<file path="config.mk">
export PLATFORM = sky130hd
export DESIGN_NAME = pipe_field_scroller
export DESIGN_NICKNAME = d
export VERILOG_FILES = /design/src/rtl/pipe_field_scroller.sv
export SDC_FILE = /design/constraint.sdc
export NUM_CORES = 1
export LEC_CHECK = 0
export ABC_AREA = 1
export CAP_MARGIN = 15
export CORE_MARGIN = 2
export CORE_UTILIZATION = 45
export DETAILED_ROUTE_END_ITERATION = 6
export GPL_ROUTABILITY_DRIVEN = 0
export PLACE_DENSITY = 0.75
export SYNTH_ARGS = -nofsm -noshare
export SYNTH_HDL_FRONTEND = slang
export SYNTH_SLANG_ARGS = --single-unit
</file>
<file path="constraint.sdc">
create_clock -name clk -period 2.15 [get_ports clk]
set_clock_uncertainty 0.05 [all_clocks]
set_input_delay 0.3225 -clock clk [delete_from_list [all_inputs] [get_ports clk]]
set_output_delay 0.3225 -clock clk [all_outputs]
set_load 0.02 [all_outputs]
</file>
<file path="src/rtl/pipe_field_scroller.sv">
// pipe_field_scroller: ROWS x COLS scrolling LED field for the pipe animation.
// Generates pipe columns (space/pipe FSM with a latched gap), scrolls them in
// from column 0 once every 2^DIV_BITS enabled clocks, and reports bird
// collision and pipe-passed events.
// Optional build macro PIPE_RANDOM_GAP_EN: gap position comes from an internal
// 8-bit LFSR instead of the gap_row input (port list unchanged).
module pipe_field_scroller #(
    parameter int ROWS         = 16,
    parameter int COLS         = 16,
    parameter int DIV_BITS     = 10,
    parameter int PIPE_SPACING = 6,
    parameter int PIPE_W       = 2,
    parameter int GAP_H        = 4,
    parameter int BIRD_COL     = 12
) (
    input  logic                     clk,
    input  logic                     reset,
    input  logic                     enable,
    input  logic [$clog2(ROWS)-1:0]  gap_row,
    input  logic [$clog2(ROWS)-1:0]  bird_row,
    output logic [ROWS*COLS-1:0]     field,
    output logic                     step,
    output logic                     collision,
    output logic                     pass
);
    localparam int RW      = $clog2(ROWS);
    localparam int CNT_MAX = (PIPE_SPACING > PIPE_W) ? PIPE_SPACING : PIPE_W;
    localparam int CW      = $clog2(CNT_MAX + 1);

    localparam logic [RW-1:0] GAP_MAX    = RW'(ROWS - GAP_H);
    localparam logic [CW-1:0] SPACE_LAST = CW'(PIPE_SPACING - 1);
    localparam logic [CW-1:0] PIPE_LAST  = CW'(PIPE_W - 1);

    typedef enum logic {
        ST_SPACE = 1'b0,
        ST_PIPE  = 1'b1
    } state_t;

    state_t                state_q, state_d;
    logic [CW-1:0]         cnt_q, cnt_d;
    logic [RW-1:0]         gap_q, gap_d;
    logic [DIV_BITS-1:0]   div_q, div_d;
    logic [ROWS*COLS-1:0]  field_q, field_d;
    logic                  step_q, step_d;
    logic                  collision_q, collision_d;
    logic                  pass_q, pass_d;

    logic                  shift_edge;
    logic [ROWS-1:0]       new_col;
    logic [RW-1:0]         gap_pick;
    logic                  bird_col_set;
    logic                  prev_col_set;

    // A scroll happens on the enabled edge where the divider is about to wrap.
    assign shift_edge = enable && (div_q == '1);

`ifdef PIPE_RANDOM_GAP_EN
    localparam logic [7:0] GAP_MOD = 8'(ROWS - GAP_H + 1);

    logic [7:0] lfsr_q, lfsr_d;
    logic [7:0] lfsr_mod;
    logic       unused_gap_row;

    // gap_row is deliberately ignored in this build.
    assign unused_gap_row = ^gap_row;

    // LFSR x^8+x^6+x^5+x^4+1 steps once per scroll; its current value picks the gap.
    always_comb begin
        lfsr_d = lfsr_q;
        if (shift_edge) begin
            lfsr_d = {lfsr_q[6:0], lfsr_q[7] ^ lfsr_q[5] ^ lfsr_q[4] ^ lfsr_q[3]};
        end
        lfsr_mod = lfsr_q % GAP_MOD;
        gap_pick = RW'(lfsr_mod);
    end

    // LFSR register, reseeded on reset.
    always_ff @(posedge clk) begin
        if (reset) begin
            lfsr_q <= 8'hA5;
        end else begin
            lfsr_q <= lfsr_d;
        end
    end
`else
    // Clamp the requested gap so the whole gap fits inside the field.
    always_comb begin
        gap_pick = (gap_row > GAP_MAX) ? GAP_MAX : gap_row;
    end
`endif

    // Divider, step pulse and pass detection (pass looks at the pre-shift field).
    always_comb begin
        div_d  = div_q;
        step_d = 1'b0;
        pass_d = 1'b0;
        if (enable) begin
            div_d = div_q + DIV_BITS'(1);
        end
        if (shift_edge) begin
            step_d = 1'b1;
            pass_d = bird_col_set && !prev_col_set;
        end
    end

    // Occupancy of the bird column and its entry-side neighbour, plus collision lookup.
    always_comb begin
        bird_col_set = 1'b0;
        prev_col_set = 1'b0;
        collision_d  = 1'b0;
        for (int r = 0; r < ROWS; r++) begin
            bird_col_set = bird_col_set | field_q[r*COLS + BIRD_COL];
            prev_col_set = prev_col_set | field_q[r*COLS + BIRD_COL - 1];
            if (bird_row == RW'(r)) begin
                collision_d = field_q[r*COLS + BIRD_COL];
            end
        end
    end

    // Column FSM: emits PIPE_SPACING empty columns then PIPE_W pipe columns.
    always_comb begin
        state_d = state_q;
        cnt_d   = cnt_q;
        gap_d   = gap_q;
        new_col = '0;
        if (state_q == ST_PIPE) begin
            for (int r = 0; r < ROWS; r++) begin
                new_col[r] = !((r >= int'(gap_q)) && (r < int'(gap_q) + GAP_H));
            end
        end
        if (shift_edge) begin
            case (state_q)
                ST_SPACE: begin
                    if (cnt_q == SPACE_LAST) begin
                        state_d = ST_PIPE;
                        cnt_d   = '0;
                        // Gap is frozen here so the whole pipe shares one gap.
                        gap_d   = gap_pick;
                    end else begin
                        cnt_d = cnt_q + CW'(1);
                    end
                end
                ST_PIPE: begin
                    if (cnt_q == PIPE_LAST) begin
                        state_d = ST_SPACE;
                        cnt_d   = '0;
                    end else begin
                        cnt_d = cnt_q + CW'(1);
                    end
                end
                default: begin
                    state_d = ST_SPACE;
                    cnt_d   = '0;
                end
            endcase
        end
    end

    // Field scroll: each row moves one column away from the entry edge.
    always_comb begin
        field_d = field_q;
        if (shift_edge) begin
            for (int r = 0; r < ROWS; r++) begin
                field_d[r*COLS] = new_col[r];
                for (int c = 1; c < COLS; c++) begin
                    field_d[r*COLS + c] = field_q[r*COLS + c - 1];
                end
            end
        end
    end

    // State registers with synchronous reset.
    always_ff @(posedge clk) begin
        if (reset) begin
            state_q     <= ST_SPACE;
            cnt_q       <= '0;
            gap_q       <= '0;
            div_q       <= '0;
            field_q     <= '0;
            step_q      <= 1'b0;
            collision_q <= 1'b0;
            pass_q      <= 1'b0;
        end else begin
            state_q     <= state_d;
            cnt_q       <= cnt_d;
            gap_q       <= gap_d;
            div_q       <= div_d;
            field_q     <= field_d;
            step_q      <= step_d;
            collision_q <= collision_d;
            pass_q      <= pass_d;
        end
    end

    assign field     = field_q;
    assign step      = step_q;
    assign collision = collision_q;
    assign pass      = pass_q;

endmodule

</file>
==> impl_results.md, run 1 <==
- IO Port Bufs: 269
- Via count: 9521
- Yosys warnings: 0
- Detail Placement HPWL: 19400 um
- IO Pins: 270
- Crit start category: flop
- PwrDens: 768 mW/mm^2
- Synth top area cells: dfxtp_1 (54%), nand2_1 (20%), a21oi_1 (13%), clkbuf_1 (2.0%), inv_1 (1.4%)
- Pins Over Slew Limit: 0
- Mean Syn Cell Area: 7.67 sq um
- Initial core utilization: 0.454
- Share of power burned in registers: 0.470
- Crit path capture type: output port
- Synth Flop Type: dfxtp_1
- Pint: 8.75 mW
- Number of diodes: 0
- Crit-path max cell delay: 0.69 ns
- TritonCTS clock tree: yes
- DRC violations left: 0
- Largest net degree at the start of global routing: 116
- Clock Path Buffers: 3
- Root buf cell: clkbuf_16
- Slew @ Worst Pin: 0.597 ns
- Final period util: 0.954
- Htree depth: 1
- DR WL met2: 13800 um
- Crit-path cells: clkdlybuf4s50_1
- Die W: 154 um
- Minimum clock period: 2.05 ns
- Wl on met1: 12700 um
- Clock Latency Late Sink: 0.53 ns
- Max cap viols: 0
- Sinks on Clock Net: 277
- Critical path arrival: 1.68 ns
- Highest Clock Rate: 0.487 GHz
- Initial DRT Pass Iterations: 5
- Final Cell Area: 0.0142 sq mm
- Worst slack at placement: 0.0994 ns
- Gate count of the mapped netlist: 1327
- # fillers: 1921
- Delay-heaviest family, CP: buffers and inverters
- Area share of the largest cell type after synthesis: 0.545
- Reg clk slew, reported paths: 0.07 ns
- CTS Hold Bufs: 0
- CP Max Fanout: 5
- Worst hold-check path type: in2reg
- First-pass GRT wire length: 45000 um
- Worst vdd rail ir drop: 0.905 mV
- Switching share of total power: 0.200
- WL met3: 1810 um
- Synth top cells by count: nand2_1 (535), dfxtp_1 (277), a21oi_1 (267)
- Post-synthesis cell area: 0.0102 sq mm
- TritonCTS buffer count: 29
- GRT Residual Overflow: 0
- Area delta synth->final: 39.7%
- Comb power frac: 0.014
- Routed WL per cell: 15.5 um
- DP Area: 0.0131 sq mm
- Std-Cell Core Area: 0.0224 sq mm
- Final hold viol count: 0
- Worst EP required: 1.78 ns
- Synth area leader: dfxtp_1
- Vias per inst: 5.09
- Sequential-to-total area share from yosys stat: 0.545
- P_leak: 4.75 nW
- Number of synthesized flops with an enable pin: 0
- Die Area: 0.0238 sq mm
- 1st-iter DRT viols: 753
- FF+latch count, synth: 277
- Setup ws final: 0.0980 ns
- Final setup TNS: 0 ns
- Mapped Nets: 1345
- Final Instance Count excl. Fillers: 1869
- Status: completed
- Initial antenna violation count: 0
- WS Path Type: reg2out
- Synth unique cells: 29
- Area of the multi-input gates: 0.00406 sq mm
- Share of layout cells above drive strength 1: 0.0524
- Top-count cell post-synth: nand2_1
- Total track usage: 0.228
- Die Height: 154 um
- Placed insts: 1816
- Net Sw Power: 2.18 mW
- Clock group share of total power: 0.516
- Vias in the first global route: 8629
- Unrepaired setup endpoints after global routing: no
- Ys async rst share: 0
- Max Used Layer: met4
- Row count: 55
- Storage cell area: 0.00555 sq mm
- Final setup fails: 0
- Design Power: 10.9 mW
- Buf/Inv on CP: 1
- Slew HR: 0.598
- Crit path max-delay cell type: clkdlybuf4s50_1
- Final ANT Viol Nets: 0
- Post-Route WL: 29000 um
- # nets final: 1580
==> layout make-up <==
class                           count  share of cell area
Multi-Input combinational cell    924               0.286
Clock buffer                       34              0.0551
Tap cell                          285              0.0251
Sequential cell                   277               0.390
Clock inverter                     19              0.0218
Inverter                           39              0.0106
Timing Repair Buffer              291               0.212
==> routing by layer <==
| layer | GRT usage | vias up |
|---|---|---|
| li1 | - | 4771 |
| met1 | 0.303 | 4423 |
| met2 | 0.376 | 280 |
| met3 | 0.0482 | 47 |
| met4 | 0.0666 | 0 |
| met5 | 0 | - |
==> power by group through the flow <==
stage	logic, mW	registers [mW]	clock network, mW
2_1_floorplan	0.0917	5.25	0
3_3_place_gp	0.149	5.25	0
3_5_place_dp	0.152	5.25	0
4_1_cts	0.154	5.14	5.75
5_1_grt	0.169	5.14	5.98
6_report	0.155	5.14	5.64
==> metrics by stage <==
stage               hold slack (ns)  utilization
floorplan                     0.363            -
global placement              0.402        0.585
detailed placement            0.405        0.585
CTS                           0.109        0.634
global route                  0.137        0.634
finish                        0.128        0.634
==> timing repair <==
action,in CTS,in global routing
setup endpoints to repair,0,1
setup buffers,0,0
gates resized for setup,0,1
==> layout by cell type, fill, tap and decap left out, types with 2 or more instances in the layout <==
master           synthesis  routed
clkdlybuf4s50_1          0     268
dfxtp_1                277     276
a31oi_1                  4       4
clkbuf_8                 0       5
o211ai_1                 2       2
clkinvlp_4               0       2
a21oi_1                267     267
nor3_1                   7       7
nor2_1                  22      22
nor4_1                   8       8
nor2_2                   2       2
o21ai_0                 23      23
nand3_1                 27      26
bufinv_16                0       8
ha_1                     7       7
nand4_1                  6       6
buf_12                   0      12
a22oi_1                  3       3
clkbuf_16                0      29
buf_4                    1      10
nand2_1                535     535
inv_1                   37      37
nor3b_1                  3       3
clkinv_2                 0       7
==> state kept, by name, indices dropped and copies added (netlist names), named ones only <==
register   cells
cnt_q          3
collision      1
div_q         10
field        256
gap_q          4
pass           1
step           1
==> logic make-up after synthesis <==
| logic type | share of synthesized area |
|---|---|
| AND/OR/NAND/NOR | 0.236 |
| AO/OA/AOI/OAI | 0.152 |
| flip-flops | 0.545 |
| buffers and inverters | 0.0575 |
| adder cells (fa/ha/maj) | 0.00860 |
| XOR/XNOR | 0.000860 |
==> path summary, 6_finish.rpt <==
path                endpoint  cells past startpoint        from  slack [ns]
hold / removal    field[208]                      2       reset        0.13
hold reg to reg   field[255]                      2  field[255]        0.41
setup / recovery   field[44]                      1   field[44]         0.1
setup reg to reg  field[128]                      8    div_q[1]        0.20
Note: power is estimated with default switching activity, not from simulation.
==> inputs of run 2 (changes only) <==
- TNS_END_PERCENT: default -> 10
==> results of run 2 <==
Final layout, timing and power as in run 1 (identical DEF).
